===== src/rtl/rect_plot_pkg.sv =====
// Shared constants and types for the rectangle plot engine and its clients.
package rect_plot_pkg;

    // 3-bit VGA colour encoding {R, G, B}
    localparam logic [2:0] BLACK   = 3'b000;
    localparam logic [2:0] BLUE    = 3'b001;
    localparam logic [2:0] GREEN   = 3'b010;
    localparam logic [2:0] RED     = 3'b100;
    localparam logic [2:0] MAGENTA = 3'b101;

    localparam int DEFAULT_SCREEN_W = 160;
    localparam int DEFAULT_SCREEN_H = 120;

    typedef enum logic [1:0] {
        IDLE = 2'd0,
        DRAW = 2'd1,
        DONE = 2'd2
    } state_t;

    // Bits needed to carry one rectangle request (x, y, w, h, colour, outline flag).
    function automatic int rect_req_width(input int x_w, input int y_w,
                                          input int dim_w, input int colour_w);
        return x_w + y_w + 2 * dim_w + colour_w + 1;
    endfunction

    localparam int RECT_REQ_W = rect_req_width(8, 8, 6, 3);

endpackage


===== src/rtl/rr_arbiter.sv =====
// Combinational round-robin arbiter: grants the first asserted request at or after pointer.
module rr_arbiter #(
    parameter int NUM_CH = 4,
    localparam int PTR_W = (NUM_CH > 1) ? $clog2(NUM_CH) : 1
) (
    input  logic [NUM_CH-1:0] req,
    input  logic [PTR_W-1:0]  pointer,
    output logic [NUM_CH-1:0] grant
);

    logic [2*NUM_CH-1:0] req_dbl;
    logic [2*NUM_CH-1:0] gnt_dbl;
    logic [NUM_CH-1:0]   req_rot;
    logic [NUM_CH-1:0]   gnt_rot;

    // Rotate so the pointer channel sits at bit 0, isolate the lowest set bit, rotate back.
    always_comb begin
        req_dbl = {req, req} >> pointer;
        req_rot = req_dbl[NUM_CH-1:0];
        gnt_rot = req_rot & (~req_rot + 1'b1);
        gnt_dbl = {gnt_rot, gnt_rot} << pointer;
        grant   = gnt_dbl[2*NUM_CH-1:NUM_CH];
    end

endmodule


===== src/rtl/rect_plot_engine.sv =====
// Shared rectangle plot engine: arbitrates NUM_CH clients and emits one clipped pixel per clock.
// Optional outline drawing is enabled by defining RECT_OUTLINE_EN (adds port req_outline).
module rect_plot_engine
    import rect_plot_pkg::*;
#(
    parameter int NUM_CH   = 4,
    parameter int X_W      = 8,
    parameter int Y_W      = 8,
    parameter int DIM_W    = 6,
    parameter int COLOUR_W = 3,
    parameter int SCREEN_W = DEFAULT_SCREEN_W,
    parameter int SCREEN_H = DEFAULT_SCREEN_H
) (
    input  logic                         clk,
    input  logic                         rst,
    input  logic [NUM_CH-1:0]            req_valid,
    output logic [NUM_CH-1:0]            req_ready,
    input  logic [NUM_CH*X_W-1:0]        req_x,
    input  logic [NUM_CH*Y_W-1:0]        req_y,
    input  logic [NUM_CH*DIM_W-1:0]      req_w,
    input  logic [NUM_CH*DIM_W-1:0]      req_h,
    input  logic [NUM_CH*COLOUR_W-1:0]   req_colour,
`ifdef RECT_OUTLINE_EN
    input  logic [NUM_CH-1:0]            req_outline,
`endif
    output logic [X_W-1:0]               plot_x,
    output logic [Y_W-1:0]               plot_y,
    output logic [COLOUR_W-1:0]          plot_colour,
    output logic                         plot,
    output logic                         busy,
    output logic [NUM_CH-1:0]            done
);

    localparam int IDX_W = (NUM_CH > 1) ? $clog2(NUM_CH) : 1;
    localparam int CX_W  = X_W + 1;
    localparam int CY_W  = Y_W + 1;

    state_t              state;
    logic [IDX_W-1:0]    rr_ptr;
    logic [IDX_W-1:0]    owner;
    logic [X_W-1:0]      x0;
    logic [Y_W-1:0]      y0;
    logic [DIM_W-1:0]    w;
    logic [DIM_W-1:0]    h;
    logic [DIM_W-1:0]    col;
    logic [DIM_W-1:0]    row;
    logic [COLOUR_W-1:0] colour;
    logic                outline;

    logic [NUM_CH-1:0]   grant;
    logic                accept;

    rr_arbiter #(.NUM_CH(NUM_CH)) u_arb (
        .req     (req_valid),
        .pointer (rr_ptr),
        .grant   (grant)
    );

    assign accept    = (state == IDLE) && (|grant);
    assign req_ready = (state == IDLE && !rst) ? grant : '0;
    assign busy      = (state != IDLE);

    // One-hot AND-OR mux of the granted channel's request fields
    logic [X_W-1:0]      m_x      [NUM_CH];
    logic [Y_W-1:0]      m_y      [NUM_CH];
    logic [DIM_W-1:0]    m_w      [NUM_CH];
    logic [DIM_W-1:0]    m_h      [NUM_CH];
    logic [COLOUR_W-1:0] m_colour [NUM_CH];
    logic [IDX_W-1:0]    m_idx    [NUM_CH];
    logic                m_ol     [NUM_CH];

    for (genvar gi = 0; gi < NUM_CH; gi++) begin : g_field
        assign m_x[gi]      = req_x[gi*X_W +: X_W] & {X_W{grant[gi]}};
        assign m_y[gi]      = req_y[gi*Y_W +: Y_W] & {Y_W{grant[gi]}};
        assign m_w[gi]      = req_w[gi*DIM_W +: DIM_W] & {DIM_W{grant[gi]}};
        assign m_h[gi]      = req_h[gi*DIM_W +: DIM_W] & {DIM_W{grant[gi]}};
        assign m_colour[gi] = req_colour[gi*COLOUR_W +: COLOUR_W] & {COLOUR_W{grant[gi]}};
        assign m_idx[gi]    = grant[gi] ? IDX_W'(gi) : '0;
`ifdef RECT_OUTLINE_EN
        assign m_ol[gi]     = req_outline[gi] & grant[gi];
`else
        assign m_ol[gi]     = 1'b0;
`endif
    end

    logic [X_W-1:0]      sel_x;
    logic [Y_W-1:0]      sel_y;
    logic [DIM_W-1:0]    sel_w;
    logic [DIM_W-1:0]    sel_h;
    logic [COLOUR_W-1:0] sel_colour;
    logic [IDX_W-1:0]    sel_idx;
    logic                sel_outline;

    always_comb begin
        sel_x       = '0;
        sel_y       = '0;
        sel_w       = '0;
        sel_h       = '0;
        sel_colour  = '0;
        sel_idx     = '0;
        sel_outline = 1'b0;
        for (int i = 0; i < NUM_CH; i++) begin
            sel_x       = sel_x | m_x[i];
            sel_y       = sel_y | m_y[i];
            sel_w       = sel_w | m_w[i];
            sel_h       = sel_h | m_h[i];
            sel_colour  = sel_colour | m_colour[i];
            sel_idx     = sel_idx | m_idx[i];
            sel_outline = sel_outline | m_ol[i];
        end
    end

    // Raster stepping relative to (x0, y0); outline interior rows jump from the left to the right edge.
    logic             last_col;
    logic             last_row;
    logic             interior_row;
    logic             pixel_last;
    logic [DIM_W-1:0] nxt_col;
    logic [DIM_W-1:0] nxt_row;

    always_comb begin
        last_col     = (col == w - DIM_W'(1));
        last_row     = (row == h - DIM_W'(1));
        interior_row = outline && (row != '0) && !last_row;
        pixel_last   = last_col && last_row;
        nxt_col      = col + DIM_W'(1);
        nxt_row      = row;
        if (last_col) begin
            nxt_col = '0;
            nxt_row = row + DIM_W'(1);
        end else if (interior_row && (col == '0)) begin
            nxt_col = w - DIM_W'(1);
        end
    end

    // Pixel to be emitted at the coming edge, widened by one bit so carry-out is clipped too
    logic                emit_en;
    logic [X_W-1:0]      emit_x0;
    logic [Y_W-1:0]      emit_y0;
    logic [DIM_W-1:0]    emit_col;
    logic [DIM_W-1:0]    emit_row;
    logic [COLOUR_W-1:0] emit_colour;
    logic [CX_W-1:0]     emit_cx;
    logic [CY_W-1:0]     emit_cy;
    logic                emit_vis;

    always_comb begin
        emit_en     = 1'b0;
        emit_x0     = x0;
        emit_y0     = y0;
        emit_col    = nxt_col;
        emit_row    = nxt_row;
        emit_colour = colour;
        if (state == IDLE) begin
            emit_en     = accept && (sel_w != '0) && (sel_h != '0);
            emit_x0     = sel_x;
            emit_y0     = sel_y;
            emit_col    = '0;
            emit_row    = '0;
            emit_colour = sel_colour;
        end else if (state == DRAW) begin
            emit_en = !pixel_last;
        end
        emit_cx  = {1'b0, emit_x0} + CX_W'(emit_col);
        emit_cy  = {1'b0, emit_y0} + CY_W'(emit_row);
        emit_vis = (emit_cx < CX_W'(SCREEN_W)) && (emit_cy < CY_W'(SCREEN_H));
    end

    always_ff @(posedge clk or posedge rst) begin
        if (rst) begin
            state       <= IDLE;
            rr_ptr      <= '0;
            owner       <= '0;
            x0          <= '0;
            y0          <= '0;
            w           <= '0;
            h           <= '0;
            col         <= '0;
            row         <= '0;
            colour      <= '0;
            outline     <= 1'b0;
            plot_x      <= '0;
            plot_y      <= '0;
            plot_colour <= '0;
            plot        <= 1'b0;
            done        <= '0;
        end else begin
            done <= '0;
            plot <= 1'b0;
            case (state)
                IDLE: begin
                    if (accept) begin
                        x0      <= sel_x;
                        y0      <= sel_y;
                        w       <= sel_w;
                        h       <= sel_h;
                        colour  <= sel_colour;
                        outline <= sel_outline;
                        owner   <= sel_idx;
                        col     <= '0;
                        row     <= '0;
                        rr_ptr  <= (sel_idx == IDX_W'(NUM_CH - 1)) ? '0 : sel_idx + IDX_W'(1);
                        if ((sel_w == '0) || (sel_h == '0)) begin
                            state <= DONE;
                            done  <= grant;
                        end else begin
                            state <= DRAW;
                        end
                    end
                end
                DRAW: begin
                    if (pixel_last) begin
                        state <= DONE;
                        done  <= NUM_CH'(1) << owner;
                    end else begin
                        col <= nxt_col;
                        row <= nxt_row;
                    end
                end
                DONE: state <= IDLE;
                default: state <= IDLE;
            endcase
            if (emit_en) begin
                plot <= emit_vis;
                if (emit_vis) begin
                    plot_x      <= emit_cx[X_W-1:0];
                    plot_y      <= emit_cy[Y_W-1:0];
                    plot_colour <= emit_colour;
                end
            end
        end
    end

endmodule


===== config.mk =====
export PLATFORM = sky130hd
export DESIGN_NAME = rect_plot_engine
export DESIGN_NICKNAME = d
export VERILOG_FILES = /design/src/rtl/rect_plot_pkg.sv /design/src/rtl/rr_arbiter.sv /design/src/rtl/rect_plot_engine.sv
export SDC_FILE = /design/constraint.sdc
export NUM_CORES = 1
export LEC_CHECK = 0
export ABC_AREA = 1
export BUFFER_PORTS_ARGS = -buffer_cell sky130_fd_sc_hd__buf_4
export CAP_MARGIN = 0
export CORE_MARGIN = 8
export CORE_UTILIZATION = 48
export CTS_CLUSTER_DIAMETER = 200
export CTS_CLUSTER_SIZE = 24
export DETAILED_ROUTE_END_ITERATION = 6
export PLACE_DENSITY = 0.88
export SYNTH_ARGS = -nofsm -noshare
export SYNTH_HDL_FRONTEND = slang
export SYNTH_SLANG_ARGS = --single-unit

===== constraint.sdc =====
create_clock -name clk -period 4.1 [get_ports clk]
set_input_delay 0.82 -clock clk [delete_from_list [all_inputs] [get_ports clk]]
set_output_delay 0.82 -clock clk [all_outputs]
set_load 0.01 [all_outputs]

After elaboration in Yosys (flattened, before gate mapping)
Index checks and enable logic that the tools add are counted.
{"block": "word_totals", "register_bits": 73, "latchBits": 0, "mem_bits_rw": 0, "rom_bits": 0, "memories": 0}
{"block": "classes", "add_sub_neg": 8, "mul": 0, "div_mod_pow": 0, "magnitude_cmp": 2, "n_eq_ne": 7, "n_shift": 3, "muxes": 28, "n_bitwise": 39, "n_reduce_logical": 21}
{"cell": "8-bit AND", "n": 8}
{"cell": "6-bit AND", "n": 8}
{"cell": "8-bit OR", "n": 6}
{"cell": "6-bit 2-to-1 mux", "n": 7}
{"cell": "6-bit OR", "n": 6}
{"cell": "6-bit case mux with 2 select lines", "n": 2}
{"cell": "8-bit by 6-bit adder with 9-bit output", "n": 2}
{"cell": "4-bit 2-to-1 mux", "n": 4}
{"cell": "8-bit 2-to-1 mux", "n": 2}
{"cell": "6-bit by 1-bit adder with 6-bit output (second input constant)", "n": 2}
{"cell": "3-bit AND", "n": 4}
{"cell": "6-bit == test", "n": 2}
{"cell": "6-bit zero test", "n": 2}
{"cell": "2-bit 2-to-1 mux", "n": 6}
{"cell": "6-bit nonzero test", "n": 2}
{"cell": "6-bit by 1-bit subtractor with 6-bit output (second input constant)", "n": 2}
{"cell": "9-bit by 7-bit < comparator with 1-bit output (second input constant)", "n": 1}
{"cell": "9-bit by 8-bit < comparator with 1-bit output (second input constant)", "n": 1}
{"cell": "3-bit OR", "n": 3}
{"cell": "4-bit case mux with 2 select lines", "n": 1}
{"cell": "8-bit by 2-bit left shift with 8-bit output", "n": 1}
{"cell": "8-bit by 2-bit right shift with 4-bit output", "n": 1}
{"cell": "1-bit logical AND", "n": 6}
{"cell": "2-bit inequality test (second input constant)", "n": 3}
{"cell": "other kinds (19)", "n": 26}

Longest topological paths before layout
Gate-level depths: netlist of the first run.
{"block": "depth", "ltp_word": 14, "depth_mapped": 36, "depth_no_buf": 32}

Cells and area by module
A second synthesis of the first run with hierarchy kept.
{"block": "unflattened", "cells_unflattened": 798, "hier_area_um2": 5413.9}
{"mod": "rect_plot_engine", "n_inst": 1, "cells_per_inst": 747, "area_per_inst_um2": 5137.4, "seq_area_each_um2": 1826.8}
{"mod": "rr_arbiter", "n_inst": 1, "cells_per_inst": 51, "area_per_inst_um2": 276.5, "seq_area_each_um2": 0.0}

Least setup slack after synthesis of the first run
Ideal clock, no wire load.
{"block": "synth_timing", "kind": "input port to flip-flop", "startpoint": "input req_valid[3]", "endpoint": "register plot_colour[2]", "setup_time_ns": 0.121, "arrival_ns": 4.282, "t_required_ns": 3.979, "path_slack_ns": -0.303, "path_stages": 26, "cell_sequence": "nand2_1 -> nand3_1 -> nand2_4 -> nand2_2 -> nor2_4 -> nand2_2 -> nand3_4 -> nand2_2 -> a21oi_1 -> inv_1 -> nand2_2 -> clkbuf_1 -> nand2_1 -> o21ai_0 -> ha_1 -> inv_1 -> fa_1 -> o21ai_0 -> a21oi_1 -> o21ai_0 -> nand3_2 -> nand3_1 -> nand3_4 -> buf_2 -> o21bai_1 -> nand2_1"}
{"block": "synth_between", "elab_chain_len": 14}
{"item": "start, declared", "line": "rect_plot_engine.sv:16", "rtl": "input logic [NUM_CH-1:0] req_valid,"}
{"item": "8-bit by 2-bit right shift with 4-bit output *", "line": "rr_arbiter.sv:18", "rtl": "req_dbl = {req, req} >> pointer;"}
{"item": "4-bit inverter", "line": "rr_arbiter.sv:20", "rtl": "gnt_rot = req_rot & (~req_rot + 1'b1);"}
{"item": "4-bit by 1-bit adder with 4-bit output", "line": "rr_arbiter.sv:20"}
{"item": "4-bit AND *", "line": "rr_arbiter.sv:20"}
{"item": "8-bit by 2-bit left shift with 8-bit output *", "line": "rr_arbiter.sv:21", "rtl": "gnt_dbl = {gnt_rot, gnt_rot} << pointer;"}
{"item": "8-bit AND (tied with other cells)", "line": "rect_plot_engine.sv:73", "rtl": "assign m_x[gi] = req_x[gi*X_W +: X_W] & {X_W{grant[gi]}};"}
{"item": "8-bit OR (tied with other cells) (3 in series)", "line": "rect_plot_engine.sv:103", "rtl": "sel_x = sel_x | m_x[i];"}
{"item": "8-bit 2-to-1 mux / 6-bit nonzero test (equally long branches)", "line": "rect_plot_engine.sv:154, rect_plot_engine.sv:155"}
{"item": "8-bit by 6-bit adder with 9-bit output (tied with other cells)", "line": "rect_plot_engine.sv:164", "rtl": "emit_cx = {1'b0, emit_x0} + CX_W'(emit_col);"}
{"item": "9-bit by 8-bit < comparator with 1-bit output (tied with other cells)", "line": "rect_plot_engine.sv:166", "rtl": "emit_vis = (emit_cx < CX_W'(SCREEN_W)) && (emit_cy < CY_W'(SCREEN_H));"}
{"item": "1-bit logical AND / 1-bit 2-to-1 mux (equally long branches)", "line": "rect_plot_engine.sv:166, rect_plot_engine.sv:154"}
{"item": "2-bit AND reduction (no line)"}
{"item": "end signal, assigned", "line": "rect_plot_engine.sv:228", "rtl": "plot_colour <= emit_colour;"}
{"item": "end, declared", "line": "rect_plot_engine.sv:28", "rtl": "output logic [COLOUR_W-1:0] plot_colour,"}
Every way passes the cells marked *; elsewhere a longest branch is shown, timed or not.
A chain may end at the register's enable or synchronous reset.

Worst setup path after layout of the first run
{"block": "layout_timing", "startpoint": "register w[0]", "endpoint": "register plot_x[5]"}
{"block": "layout_between", "elab_chain_len": 8}
{"item": "start, declared", "line": "rect_plot_engine.sv:43", "rtl": "logic [DIM_W-1:0] w;"}
{"item": "start signal, assigned", "line": "rect_plot_engine.sv:195", "rtl": "w <= sel_w;"}
{"item": "6-bit by 1-bit subtractor with 6-bit output *", "line": "rect_plot_engine.sv:122, rect_plot_engine.sv:132"}
{"item": "6-bit == test *", "line": "rect_plot_engine.sv:122", "rtl": "last_col = (col == w - DIM_W'(1));"}
{"item": "6-bit 2-to-1 mux", "line": "rect_plot_engine.sv:128", "rtl": "if (last_col) begin"}
{"item": "6-bit 2-to-1 mux", "line": "rect_plot_engine.sv:154", "rtl": "if (state == IDLE) begin"}
{"item": "8-bit by 6-bit adder with 9-bit output (on tied branches)", "line": "rect_plot_engine.sv:164, rect_plot_engine.sv:165"}
{"item": "9-bit by 8-bit < comparator with 1-bit output / 9-bit by 7-bit < comparator with 1-bit output (equally long branches)", "line": "rect_plot_engine.sv:166"}
{"item": "1-bit logical AND", "line": "rect_plot_engine.sv:166"}
{"item": "2-bit AND reduction (no line)"}
{"item": "end signal, assigned", "line": "rect_plot_engine.sv:226", "rtl": "plot_x <= emit_cx[X_W-1:0];"}
{"item": "end, declared", "line": "rect_plot_engine.sv:26", "rtl": "output logic [X_W-1:0] plot_x,"}
Marked as above.

==> impl_results.md, run 1 <==
- Status: complete, but fails checks
- Failing checks: setup timing
- Top cells by area, synth: dfrtp_1, nand2_1, nand3_1
- HP Class: reg2reg
- Dpl ws: -423 ps
- Crit Path Max Fanout: 6
- Worst path arrival time: 4610 ps
- Worst EP required: about 4300 ps
- Full die area: 15100 sq um
- Post-synth top area share: between 30% and 40%
- Via count of the first global-routing pass: 5989
- Startpoint type of the worst setup path: register
- Root Buffer: clkbuf_16
- RSZ-0062 raised after global routing: yes
- Critical Path End Type: register
- Leak: 4.21 nW
- Worst slew pin tran: 931 ps
- Buffers added on ports: ~160
- Yosys top cell by area: dfrtp_1
- Post-synth EDFFs: 0
- All-Layer GR Usage: a little under a quarter
- Antenna cells: 0
- Detailed placement HPWL: 13.6 mm
- Rows: 39
- Post-route clock period utilization: 107%
- Post-synthesis area per instance: a little under 7 sq um
- Max-Cap Viols: 0
- FMAX: approximately 230 MHz
- Max_slew headroom: 38.0%
- Ratio of total power to cell area: around 1100 nW/um^2
- WP buf/inv: 5
- Via count: 6468
- Initial antenna violation count: 0
- Peak supply drop: between 0.5 and 0.6 mV
- Gpl congestion: just over 0.9
- Mapped Area: ~5500 sq um
- Ports: 159
- TritonCTS Buffers: 9
- Async SR Flop Fraction: between 90% and 100%
- First-pass GRT wire length: approximately 29 mm
- Syn_nets: roughly 940
- Mapped Cells: just under 800
- Drt drc: 0
- Commonest cells in the netlist: nand2_1, inv_1, nand3_1
- Register area share after synthesis: approximately a third
- Most common cell in the netlist: nand2_1
- Drt pass-1 iters: 5
- CP max-delay cell: dfrtp_1
- Filler cell count: between 800 and 900
- Final net count: 1156
- Fin. Hold Viols: 0
- Pin count of the biggest net entering global routing: 74
- Most used DFF post-synth: dfrtp_1
- Drt wl/cell: roughly 18 um
- YS warnings: 0
- Pins Over Slew Limit: 0
- Clock Path Buffers: 2
- ANT nets after route: 0
- Core box area: about 11000 sq um
- Drt total wl: approximately 21 mm
- Min Clock Period, post-route: around 4400 ps
- Clock Skew: around 8 ps
- P&R area growth vs syn: 43.5%
- Distinct cells, synth: 38
- Initial core utilization: 48.6%
- DIE WIDTH: 123 um
- Top delay family on crit path: simple AND/OR/NAND/NOR gates
- Grt total ovfl: 0
- Clock transition at path regs: 60 ps
- Die height: ~120 um
- Crit-path max cell delay: between 300 and 400 ps
- Clock sink count: 73
- CP Class: reg2reg
- Vias per cell: between 5 and 6
- Layout cells sized above 1: 34.0%
- Final setup margin: -280 ps
- Starting DRT DRC Count: about 580
- Cts hold-fix bufs: 0
- CTS tree: yes
- Htree depth: 3
- Most frequent cell on the critical path: nand2_1
- FF+latch count, synth: 73
- Skew-Pair Late Insertion Delay: between 300 and 400 ps
- Sum Neg Setup Slack: -3590 ps
- Setup violators final: 20
final timing paths:
check,to,cells after the start,slack [ps],startpoint
max,plot_x[5]$_DFFE_PP0P_,28,-280,w[0]$_DFFE_PP0P_
min,x0[7]$_DFFE_PP0P_,2,500,x0[7]$_DFFE_PP0P_
max reg2reg,plot_x[5]$_DFFE_PP0P_,28,-280,w[0]$_DFFE_PP0P_
min reg2reg,x0[7]$_DFFE_PP0P_,2,500,x0[7]$_DFFE_PP0P_
max in group asynchronous,rr_ptr[0]$_DFFE_PP0P_,3,2600,rst
min in group asynchronous,row[0]$_DFFE_PP0P_,3,850,rst
final cells by class:
class	instances	area (sq um)	area share [%]
multi-input combinational	577	3330	42.2
sequential	73	1830	23.2
timing repair buffer	236	1820	23.0
inverter	111	432	5.47
clock buffer	10	239	3.03
tap	143	179	2.27
clock inverter	6	66.3	0.841
metrics by stage:
step / power [mW] / utilization [%] / cells / instance area, sq um / hold WS, ps
2_1_floorplan: 4.97 / - / 790 / 5530 / 442
3_5_place_dp: 6.80 / 62.9 / 1116 / 7120 / 475
6_report: 8.75 / 69.7 / 1156 / 7890 / 496
5_1_grt: 9.34 / 69.7 / 1156 / 7890 / 532
3_3_place_gp: 6.62 / 62.9 / 1116 / 7120 / 455
4_1_cts: 7.71 / 65.7 / 1133 / 7430 / 489
cell usage in the layout (no fill, tap or decap), drive strengths merged, types with 2 or more instances in the layout:
| master | n |
|---|---|
| clkinvlp | 3 |
| xor2 | 25 |
| nor3 | 4 |
| inv | 110 |
| nand3 | 92 |
| fa | 2 |
| a22o | 4 |
| buf | 236 |
| nand2 | 234 |
| nand3b | 4 |
| dfrtp | 73 |
| a21oi | 8 |
| o21ai | 75 |
| xnor2 | 5 |
| clkinv | 3 |
| clkbuf | 10 |
| nor2 | 55 |
| o21bai | 19 |
| ha | 16 |
| a211oi | 2 |
| nand4 | 16 |
| o22ai | 12 |
sequential cells by signal (all words and copies together), names as in the netlist:
name and count:
col 6, colour 3, done 4, h 6, owner 2, plot 1
plot_colour 3, plot_x 8, plot_y 8, row 6, rr_ptr 2, state 2
w 6, x0 8, y0 8
tightest hold or removal path: stages, from the launching register on:
cell     delay [ps]
dfrtp_1         350
nand2_1          50
o21ai_0          60
power by group:
group	switching, mW	total, mW	internal, mW
Sequential	0.237	1.33	1.09
Clock	0.335	0.824	0.489
Combinational	3.97	6.60	2.63
per-layer routing:
metal,share of wire (%),up-vias,GRT usage (%)
li1,-,2980,-
met1,38,2980,29.3
met2,48,424,38.6
met3,9.4,84,6.58
met4,4.2,0,8.28
met5,0,-,0
timing repair:
| item | CTS | global route |
|---|---|---|
| resized for setup | 4 | 82 |
| cloned | 1 | 1 |
| setup buffers | 0 | 22 |
| pin swaps | 1 | 52 |
| setup endpoints to repair | 19 | 20 |
cells by family after synthesis:
family / after synthesis / synth area share [%]
AOI/OAI and AO/OA: 121 / 12.6
DFF: 73 / 33.2
xor gates and xnor gates: 30 / 4.78
adders and majority gates: 18 / 4.37
buffers and inverters: 141 / 10.9
and+or+nand+nor: 407 / 34.1
Power figures use the tool's default switching activity.
==> run 2, diff against run 1 <==
- CELL_PAD_IN_SITES_DETAIL_PLACEMENT: default -> 1
- CELL_PAD_IN_SITES_GLOBAL_PLACEMENT: default -> 1
- CORE_UTILIZATION: 48 -> 33
- PLACE_DENSITY: 0.88 -> 0.87
==> impl_results.md, run 2 (synthesis results as in run 1) <==
- Dpl ws: -663 ps
- Ports: about 160
- Failing checks: setup timing
- GR peak layer: met2
- Initial antenna violation count: 0
- Detailed placement HPWL: ~17 mm
- Max-Cap Viols: 0
- Crit Path Max Fanout: 8
- Post-Layout Cell Count: ~1300
- Pins Over Slew Limit: 0
- Clock Path Buffers: 2
- ANT nets after route: 0
- Via count: approximately 7200
- Commonest non-fill, non-tap cell in the layout: buf_4
- Design area: between 8000 and 9000 sq um
- Sum Neg Setup Slack: -5790 ps
- Setup violators final: 20
- RSZ-0062 raised after global routing: yes
- Via count of the first global-routing pass: around 7400
- GRT met2 Usage: 39.8%
- Fin. Hold Viols: 0
- P&R area growth vs syn: 59.2%
- Most frequent cells in the layout: buf_4, nand2_1, inv_1
- Final setup margin: -380 ps
- Clock transition at path regs: approximately 70 ps
- Skew-Pair Late Insertion Delay: ~360 ps
- Startpoint type of the worst setup path: register
- Min Clock Period, post-route: roughly 4500 ps
- Drt wl/cell: approximately 24 um
- Cts hold-fix bufs: 0
- Critical Path Start: rr_ptr[0]$_DFFE_PP0P_
- Status: complete, but fails checks
- Htree depth: 3
- Buffers added on ports: ~160
- Pin count of the biggest net entering global routing: 74
- TritonCTS Buffers: 9
- Rows: 47
- Gpl congestion: 0.869
- Grt total ovfl: 0
- Dpl cells: 1202
- DP Area: roughly 7300 sq um
- FMAX: about 220 MHz
- CP max-delay cell: dfrtp_2
- CP Class: reg2reg
- Drt pass-1 iters: 5
- Root Buffer: clkbuf_16
- Worst EP required: 4380 ps
- Final net count: approximately 1200
- Worst Hold Launch: x0[7]$_DFFE_PP0P_
- GRT met3 Usage: roughly 4.7%
- Full die area: ~21000 sq um
- Worst slew pin tran: slightly below 1000 ps
- Clock Skew: around 15 ps
- Core box area: roughly 16000 sq um
- Vias per cell: roughly 5.6
- Clock sink count: 73
- DIE WIDTH: about 150 um
- Drt total wl: ~31 mm
- HP Class: reg2reg
- Max_slew headroom: 33.9%
- All-Layer GR Usage: 23.0%
- Critical Path End Type: register
- Crit-path max cell delay: between 400 and 500 ps
- First-pass GRT wire length: between 30 and 40 mm
- Most frequent cell on the critical path: nand2_1
- Post-route clock period utilization: 109%
- Drt drc: 0
- Global routing usage on met1: 27.0%
- Die height: ~150 um
- Worst path arrival time: approximately 4800 ps
- CTS tree: yes
- Antenna cells: 0
- Initial core utilization: between 30% and 40%
- Starting DRT DRC Count: 663
- Layout cells sized above 1: 42.3%
- RR Startpoint: rr_ptr[0]$_DFFE_PP0P_
run 2: worst max-delay path: cells and delay by family, from the launching register on:
| kind | cells | cell delay (ps) |
|---|---|---|
| buffers and inverters | 6 | 720 |
| adders and majority gates | 1 | 320 |
| and+or+nand+nor | 16 | 1910 |
| DFF | 1 | 460 |
| AOI/OAI and AO/OA | 6 | 1000 |
run 2: routing by layer:
metal  vias to the layer above  wire length [um]
met5                         -                 0
met3                       124              2110
met1                      3569             11900
met4                         0              1630
li1                       3071                 -
met2                       434             15100
run 2: per-stage QoR:
stage          utilization, %  hold slack, ps
2_1_floorplan               -             442
3_3_place_gp             44.5             456
3_5_place_dp             44.5             472
4_1_cts                  48.5             495
5_1_grt                  53.3             531
6_report                 53.3             507
run 2: final cells by class:
cell class | instances | area [sq um]
fill | 2023 | 7660
multi-input combinational | 579 | 3640
timing repair buffer | 283 | 2270
sequential | 73 | 1830
inverter | 111 | 437
tap | 220 | 275
clock buffer | 10 | 239
clock inverter | 5 | 56.3
run 2: worst paths after layout:
check	to	slack (ps)	cells after the start
worst min register to register	x0[7]$_DFFE_PP0P_	510	2
max in group asynchronous	rr_ptr[0]$_DFFE_PP0P_	2530	3
worst max-delay path	plot_y[6]$_DFFE_PP0P_	-380	29
worst max register to register	plot_y[6]$_DFFE_PP0P_	-380	29
worst min-delay path	x0[7]$_DFFE_PP0P_	510	2
min in group asynchronous	x0[3]$_DFFE_PP0P_	880	3
run 2: what timing repair did:
item | in CTS | in global routing
pin swaps | 20 | 68
resized for setup | 45 | 123
gates cloned | 3 | 3
buffers inserted | 27 | 33
endpoints found under the setup margin | 20 | 21
Power of run 2 is left out: the tool's default activity adds up to more than one toggle a clock period on the data nets, which glitch-free logic cannot reach.
